===== config.mk =====
export PLATFORM = sky130hd
export DESIGN_NAME = rr_arb8_flat
export DESIGN_NICKNAME = d
export VERILOG_FILES = /design/src/rtl/rr_arb8_pkg.sv /design/src/rtl/rr_arb8_if.sv /design/src/rtl/dec3x8.sv /design/src/rtl/rr_arb8.sv /design/src/flat_wrapper.sv
export SDC_FILE = /design/constraint.sdc
export NUM_CORES = 1
export LEC_CHECK = 0
export ABC_AREA = 1
export CELL_PAD_IN_SITES_DETAIL_PLACEMENT = 1
export CELL_PAD_IN_SITES_GLOBAL_PLACEMENT = 1
export CORE_MARGIN = 8
export CORE_UTILIZATION = 30
export CTS_CLUSTER_DIAMETER = 50
export CTS_CLUSTER_SIZE = 14
export DETAILED_ROUTE_END_ITERATION = 16
export GPL_TIMING_DRIVEN = 0
export PLACE_DENSITY = 0.67
export SKIP_LAST_GASP = 1
export SLEW_MARGIN = 20
export SYNTH_ARGS = -nofsm -noshare
export SYNTH_HDL_FRONTEND = slang
export SYNTH_HIERARCHICAL = 1
export SYNTH_SLANG_ARGS = --single-unit

===== constraint.sdc =====
create_clock -name clk -period 3.4 [get_ports clk]
set_input_delay 0.51 -clock clk [delete_from_list [all_inputs] [get_ports clk]]
set_output_delay 0.51 -clock clk [all_outputs]
set_load 0.01 [all_outputs]

===== src/rtl/rr_arb8_pkg.sv =====
// Shared definitions for the 8-way round-robin arbiter.
package rr_arb8_pkg;

    localparam int NUM_REQ = 8;
    localparam int IDX_W   = 3;

    typedef enum logic {
        ST_IDLE  = 1'b0,
        ST_GRANT = 1'b1
    } arb_state_t;

endpackage : rr_arb8_pkg


===== src/rtl/rr_arb8_if.sv =====
// Request/grant bundle between the requesters and the arbiter.
interface rr_arb8_if;
    import rr_arb8_pkg::*;

    logic [NUM_REQ-1:0] req;
    logic [NUM_REQ-1:0] gnt;
    logic [IDX_W-1:0]   gnt_idx;
    logic               gnt_valid;

    // Requester side drives requests and observes the grant.
    modport master (
        output req,
        input  gnt,
        input  gnt_idx,
        input  gnt_valid
    );

    // Arbiter side observes requests and drives the grant.
    modport slave (
        input  req,
        output gnt,
        output gnt_idx,
        output gnt_valid
    );

endinterface : rr_arb8_if


===== src/rtl/dec3x8.sv =====
// 3-to-8 line decoder; x is the MSB, z the LSB. Exactly one output is high.
module dec3x8 (
    input  logic x,
    input  logic y,
    input  logic z,
    output logic d0,
    output logic d1,
    output logic d2,
    output logic d3,
    output logic d4,
    output logic d5,
    output logic d6,
    output logic d7
);

    assign d0 = ~x & ~y & ~z;
    assign d1 = ~x & ~y &  z;
    assign d2 = ~x &  y & ~z;
    assign d3 = ~x &  y &  z;
    assign d4 =  x & ~y & ~z;
    assign d5 =  x & ~y &  z;
    assign d6 =  x &  y & ~z;
    assign d7 =  x &  y &  z;

endmodule : dec3x8


===== src/rtl/rr_arb8.sv =====
// 8-way round-robin arbiter with grant hold and forced pre-emption.
//
// state    | meaning
// ---------+------------------------------------------------------------
// ST_IDLE  | no grant; pick next requester starting from ptr
// ST_GRANT | gnt_idx owns the resource until it drops or is pre-empted
module rr_arb8
    import rr_arb8_pkg::*;
#(
    parameter int HOLD_MAX = 15,
    parameter int CNT_W    = 4
) (
    input  logic        clk,
    input  logic        rst,
    rr_arb8_if.slave    arb
);

    if (HOLD_MAX < 1 || (2 ** CNT_W) <= HOLD_MAX) begin : g_param_check
        $error("rr_arb8: HOLD_MAX must be >= 1 and fit in CNT_W bits");
    end

    localparam logic [CNT_W-1:0] HOLD_TOP = CNT_W'(HOLD_MAX);
    localparam logic [CNT_W-1:0] HOLD_PRE = CNT_W'(HOLD_MAX - 1);

    arb_state_t         state;
    logic [IDX_W-1:0]   ptr;
    logic [IDX_W-1:0]   gnt_idx;
    logic               gnt_valid;
    logic [CNT_W-1:0]   hold_cnt;

    logic [NUM_REQ-1:0] idx_onehot;
    logic [IDX_W-1:0]   pick_idx;
    logic               owner_drop;
    logic               others_wait;
    logic               preempt;

    // First set request at or after p, wrapping 7 -> 0.
    function automatic logic [IDX_W-1:0] rr_pick(
        input logic [NUM_REQ-1:0] r,
        input logic [IDX_W-1:0]   p
    );
        logic [IDX_W-1:0] idx;
        logic             found;
        rr_pick = p;
        found   = 1'b0;
        for (int i = 0; i < NUM_REQ; i++) begin
            idx = p + IDX_W'(i);
            if (!found && r[idx]) begin
                rr_pick = idx;
                found   = 1'b1;
            end
        end
    endfunction

    dec3x8 u_dec (
        .x  (gnt_idx[2]),
        .y  (gnt_idx[1]),
        .z  (gnt_idx[0]),
        .d0 (idx_onehot[0]),
        .d1 (idx_onehot[1]),
        .d2 (idx_onehot[2]),
        .d3 (idx_onehot[3]),
        .d4 (idx_onehot[4]),
        .d5 (idx_onehot[5]),
        .d6 (idx_onehot[6]),
        .d7 (idx_onehot[7])
    );

    // Arbitration decisions derived from the current request vector.
    always_comb begin
        pick_idx    = rr_pick(arb.req, ptr);
        owner_drop  = ~|(arb.req & idx_onehot);
        others_wait = |(arb.req & ~idx_onehot);
        preempt     = (hold_cnt == HOLD_PRE) && others_wait;
    end

    // Grant FSM: owns state, pointer, winner index and hold counter.
    always_ff @(posedge clk) begin
        if (rst) begin
            state     <= ST_IDLE;
            ptr       <= '0;
            gnt_idx   <= '0;
            gnt_valid <= 1'b0;
            hold_cnt  <= '0;
        end else begin
            case (state)
                ST_IDLE: begin
                    if (|arb.req) begin
                        gnt_idx   <= pick_idx;
                        gnt_valid <= 1'b1;
                        hold_cnt  <= '0;
                        state     <= ST_GRANT;
                    end
                end
                ST_GRANT: begin
                    // Release and pre-emption take the same exit path.
                    if (owner_drop || preempt) begin
                        gnt_valid <= 1'b0;
                        ptr       <= gnt_idx + IDX_W'(1);
                        hold_cnt  <= '0;
                        state     <= ST_IDLE;
                    end else if (hold_cnt != HOLD_TOP) begin
                        hold_cnt  <= hold_cnt + CNT_W'(1);
                    end
                end
                default: begin
                    state     <= ST_IDLE;
                    gnt_valid <= 1'b0;
                end
            endcase
        end
    end

    // Grant outputs: decoded winner gated by the valid flag.
    always_comb begin
        arb.gnt       = idx_onehot & {NUM_REQ{gnt_valid}};
        arb.gnt_idx   = gnt_idx;
        arb.gnt_valid = gnt_valid;
    end

endmodule : rr_arb8


===== src/flat_wrapper.sv =====
// flat-port wrapper written by rule: the top's interface ports become plain ports
module rr_arb8_flat import rr_arb8_pkg::*;
#(
    parameter int HOLD_MAX = 15,
    parameter int CNT_W    = 4
)
  (clk, rst, arb_req, arb_gnt, arb_gnt_idx, arb_gnt_valid);
  rr_arb8_if arb_i ();
  input  logic clk;
  input  logic rst;
  input wire logic [$bits(arb_i.req)-1:0] arb_req;
  output wire logic [$bits(arb_i.gnt)-1:0] arb_gnt;
  output wire logic [$bits(arb_i.gnt_idx)-1:0] arb_gnt_idx;
  output wire logic [$bits(arb_i.gnt_valid)-1:0] arb_gnt_valid;
  assign arb_i.req = arb_req;
  assign arb_gnt = arb_i.gnt;
  assign arb_gnt_idx = arb_i.gnt_idx;
  assign arb_gnt_valid = arb_i.gnt_valid;
  rr_arb8 #(.HOLD_MAX(HOLD_MAX), .CNT_W(CNT_W)) u_core (.clk(clk), .rst(rst), .arb(arb_i));
endmodule

; ---- Word-level counts from Yosys, hierarchy flattened
; Index checks and enable logic that the tools add are counted.
[op_classes]
order_cmp = 8
n_bitwise = 20
n_reduce_logical = 24
muxes = 40
addsub = 9
eq_ne = 5
[ops]
columns = op, n
row1 = less-than comparator 3 x 4 -> 1 bit (second input constant), 8
row2 = bitwise AND 8 bit, 3
row3 = binary-select mux 1 bit (select 3 bit), 8
row4 = OR reduction 8 bit, 3
row5 = two-way mux 3 bit, 7
row6 = two-way mux 1 bit, 19
row7 = adder 3 bit (second input constant), 4
row8 = bitwise AND 1 bit, 12
row9 = two-way mux 4 bit, 3
row10 = logical AND 1 bit, 8
row11 = zero test 1 bit, 8
row12 = NOT 8 bit, 1
row13 = case mux 4 bit (2 select lines), 1
row14 = AND reduction 2 bit, 4
row15 = adder 3 x 1 -> 3 bit (second input constant), 2
row16 = adder 3 x 2 -> 3 bit (second input constant), 2
row17 = adder 4 x 1 -> 4 bit (second input constant), 1
row18 = == test 4 bit (second input constant), 1
row19 = != test 4 bit (second input constant), 1
row20 = NOT 1 bit, 4
row21 = case mux 1 bit (2 select lines), 2
row22 = != test 3 bit (second input constant), 1
row23 = != test 2 x 1 -> 1 bit (second input constant), 1
row24 = != test 2 bit (second input constant), 1
row25 = logical OR 1 bit, 1
[word_totals]
register_bits = 12
inputBits = 10
elab_cells = 111

; ---- Longest topological paths before layout
[logic_depth]
word_depth = 24
mapped_depth = 20

; ---- By module
; The synthesis kept the hierarchy.
[modules_own_cells]
columns = mod, instances, seq_area_each_um2, area_each_um2, cells_each
row1 = rr_arb8, 1, 240.2, 1481.4, 254
row2 = dec3x8, 1, 0.0, 56.3, 15

; ---- Worst setup path after synthesis
; No wires, ideal clock.
[synth_timing]
path_kind = reg2reg
start = register u_core.ptr[1]
end = register u_core.gnt_idx[1], in the netlist u_core/arb.gnt_idx[1]
n_path_buf = 1
setup_ns = 0.112
synth_period_minus_slack_ns = 2.084
path_slack_ns = 1.316
arrival_time_ns = 1.972
path_stages_with_launch = 18
cell_sequence = dfxtp_1 > buf_6 > inv_2 > ha_1 > inv_2 > nand3_1 > nand2_1 > nand2_1 > nand2_2 > nand3_2 > nor2_4 > nand2_2 > nor2_4 > nand3_4 > nor2_1 > nor2_1 > nand2_1 > nand2_1
[synth_between]
elab_chain_len = 24
word_cells_on_any_way = 51
cone_classes = add/sub (7) / mux (30) / reduce/logical (14)
[synth_lines]
columns = element, line_no
row1 = start: declaration, rr_arb8.sv:26  ; logic [IDX_W-1:0] ptr;
row2 = start signal: assignment, rr_arb8.sv:99  ; ptr <= gnt_idx + IDX_W'(1);
row3 = branches (longest 23 deep; another with adder 3 x 1 -> 3 bit), -
row4 = two-way mux 3 bit *, rr_arb8.sv:48  ; if (!found && r[idx]) begin
row5 = end signal: assignment, rr_arb8.sv:89  ; gnt_idx <= pick_idx;
row6 = end: declaration, rr_arb8.sv:27  ; logic [IDX_W-1:0] gnt_idx;
; Mark *: on every way between the ends. The select of a mux whose other input is x is not followed.
; A chain may end at the register's enable or synchronous reset.

; ---- Worst setup path in the final report
[layout_timing]
start = register u_core.ptr[1]
end = register u_core.gnt_idx[0], in the netlist u_core/arb.gnt_idx[0]
; The elaborated chain is that of the path after synthesis.

==> impl_metrics.ini <==
[clocking]
hold_buffers = 0
cts_setup_buffers = 0
clk_latency_ns = 0.24
cts_buffer_depth = 2
numCtsBuffers = 3
cts.sinks = 12
cts_tree = yes
clkTransAtPathRegs_ns = 0.05
cts_resized = 0
htreeDepth = 1
root_buffer = clkbuf_8

[worst_setup_path]
timing.rr.end = u_core/arb.gnt_idx[0]
r2r_cells = 14
worst-path-stages = 14
endpoint = u_core/arb.gnt_idx[0]
cpMostUsedCell = nand3_1
cp_cell_sequence = buf_6 > inv_2 > ha_1 > inv_2 > nand3_1 > nand2_1 > nor2_1 > a31oi_1 > inv_1 > nand3_2 > and3_1 > nand3_1 > nand3_1 > nand2_1
slowest_stage = ha_1
r2r_start = u_core/ptr[1]
slowest_delay_ns = 0.41
cp.required_ns = 3.54
critPathMaxFanout = 8
rrSetupSlack_ns = 0.86
startpoint = u_core/ptr[1]
critPathKind = register to register
crit_buf_inv = 4
critical_path_arrival_ns = 2.68
start_kind = register
end_kind = register
cpLargestDelayFamily = simple AND/OR/NAND/NOR gates

[grt]
first_global_vias = 1786
grt-ovfl-total = 0
grt_start_max_net_pins = 11
antenna_found_initial = 0
globalRouteTotalUtil_pct = 12.9
grt_first_pass_wirelength_mm = 8.07

[floorplanning]
die_x_um = 87.6
io-pin-count = 22
start_util_pct = 30.5
die-area_um2 = 7670
core_um2 = 5040
die_h_um = 87.6
num_rows = 26

[routing]
top_layer = met4
final_antenna_net_count = 0
vias_per_cell = 4.87
drt_iter0_markers = 43
met3WireLength_um = 127
met2_length_mm = 2.17
met1_length_mm = 2.39
wl_mm = 4.71
avgRoutedWirePerCell_um = 12.9
drt_pass1_iterations = 4
route.detailed.drc = 0
vias = 1772

[power_and_ir_drop]
ir_drop_uv = 288
p_total_mw = 1.33
p_leak_nw = 0.949
p_per_area_nw_per_um2 = 705

[synthesis]
synth_seq_cells = 12
netlist-cell-type-count = 32
netlist_instances = 269
synth_top_area_share_pct = 20.7
yosys.area.top_type = nand2_1
synth_area_leaders = nand2_1 21%, dfxtp_1 16%, nand3_1 12%
ys_seq_area_share_pct = 15.6
synth_warnings = 6
synth.avg_cell_area_um2 = 5.72
syn-num-nets = 284
synth_area_um2 = 1540

[hold_path]
hold_path_class = register to register
hold_start = u_core/hold_cnt[3]

[sta]
hold_viol = 0
slew_violations = 0
tightestPinTransition_ns = 0.439
timing.final.ws_setup_ns = 0.859
finalCriticalPeriod_ns = 2.54
fmax_ghz = 0.394
period_share_pct = 74.7
rsz0062_at_grt = false
slew_headroom_pct = 70.4
fin_tns_setup_ns = 0
setup_viol = 0
finClkSkew_ns = 0.00141

[place]
dp.cells = 360
place.gp.congestion = 0.827
port_buffers = 21
dp_hpwl_mm = 3.90
placed_area_um2 = 1840
dp_slack_ns = 0.870

[cells_and_area]
stdcell_count = 364
area_growth_pct = 22.9
stdcell_area_um2 = 1890
nFillCells = 710
drive_gt1_share_pct = 11.2
final_common_cell = nand2_1
nets = 310
final_cell_mix = 85 x nand2_1, 37 x nand3_1, 34 x inv_1
diodes = 0

[run_status]
status = completed

[job]
maxCapViolations = 0
## how the worst min path moves through the flow
stage                     slack, ns  cells after the start                  to
final                          0.53                      2  u_core/hold_cnt[3]
after global routing           0.55                      2  u_core/hold_cnt[3]
after CTS                      0.52                      2  u_core/hold_cnt[3]
after detailed placement       0.51                      2  u_core/hold_cnt[3]
after global placement         0.51                      2  u_core/hold_cnt[3]
after floorplan                0.48                      2  u_core/hold_cnt[3]
## per-stage QoR
| step | utilization, % | hold slack [ns] |
|---|---|---|
| finish | 37.5 | 0.527 |
| detailed placement | 36.4 | 0.514 |
| CTS | 37.5 | 0.522 |
| global placement | 36.4 | 0.511 |
| global route | 37.5 | 0.552 |
| floorplan | - | 0.477 |
## Yosys cell counts
| cell type | n |
|---|---|
| nor2_2 | 1 |
| inv_4 | 1 |
| dfxtp_1 | 12 |
| a31oi_1 | 1 |
| ha_1 | 5 |
| xor2_2 | 2 |
| inv_1 | 34 |
| nand2_2 | 8 |
| nor2_4 | 2 |
| nor3_1 | 1 |
| inv_2 | 5 |
| xor2_1 | 3 |
| nand2_1 | 85 |
| clkbuf_1 | 1 |
| nand2_4 | 2 |
| o22ai_1 | 4 |
| buf_2 | 1 |
| nor2_1 | 25 |
| nand3_2 | 2 |
| xnor2_1 | 1 |
| nand3_1 | 37 |
| o21ai_1 | 2 |
| and3_1 | 1 |
| a21oi_1 | 8 |
| o21a_1 | 1 |
| xnor2_2 | 2 |
| nor4_1 | 2 |
| o21ai_0 | 8 |
| nand3_4 | 1 |
| a221oi_1 | 2 |
| nand4_1 | 7 |
| buf_6 | 2 |
## logic make-up (layout without fill, tap and decap cells)
| logic type | count (synthesis) | after routing | share of synthesized area, % |
|---|---|---|---|
| simple gates | 174 | 174 | 52.3 |
| buf+inv | 44 | 69 | 12.0 |
| compound gates | 26 | 26 | 9.52 |
| flops | 12 | 12 | 15.6 |
| xor+xnor | 8 | 8 | 6.51 |
| fa+ha+maj | 5 | 5 | 4.07 |
## registers in the layout, indices dropped and copies added (netlist names)
name and flops:
u_core/state 1, u_core/ptr 3, u_core/arb.gnt_valid 1, u_core/hold_cnt 4
u_core/arb.gnt_idx 3
## worst reg2reg max path, cell delays in order (launching register included)
cell and delay, ns:
dfxtp_1 0.34, buf_6 0.16, inv_2 0.10, ha_1 0.41
inv_2 0.17, nand3_1 0.12, nand2_1 0.11, nor2_1 0.05
a31oi_1 0.23, inv_1 0.15, nand3_2 0.13, and3_1 0.21
nand3_1 0.09, nand3_1 0.10, nand2_1 0.05
## power breakdown
part           leakage (nW)  switching [mW]  total [mW]  internal, mW
registers            0.0984          0.0430       0.213         0.170
clock network        0.0288          0.0527       0.155         0.102
logic                 0.822           0.634       0.966         0.332
## layout make-up
class	count	area, um2	share of cell area, %
Tap cell	70	87.6	4.63
Buffer	4	31.3	1.65
Clock buffer	4	55.1	2.91
Multi-Input combinational cell	213	1110	58.9
Timing Repair Buffer	21	210	11.1
Inverter	40	153	8.07
Sequential cell	12	240	12.7
## layer usage
layer,up-vias,track usage (%)
met5,-,0
met4,0,1.88
met3,4,1.59
met2,18,23.0
met1,836,16.4
li1,914,-
(Power assumes the default switching activity.)
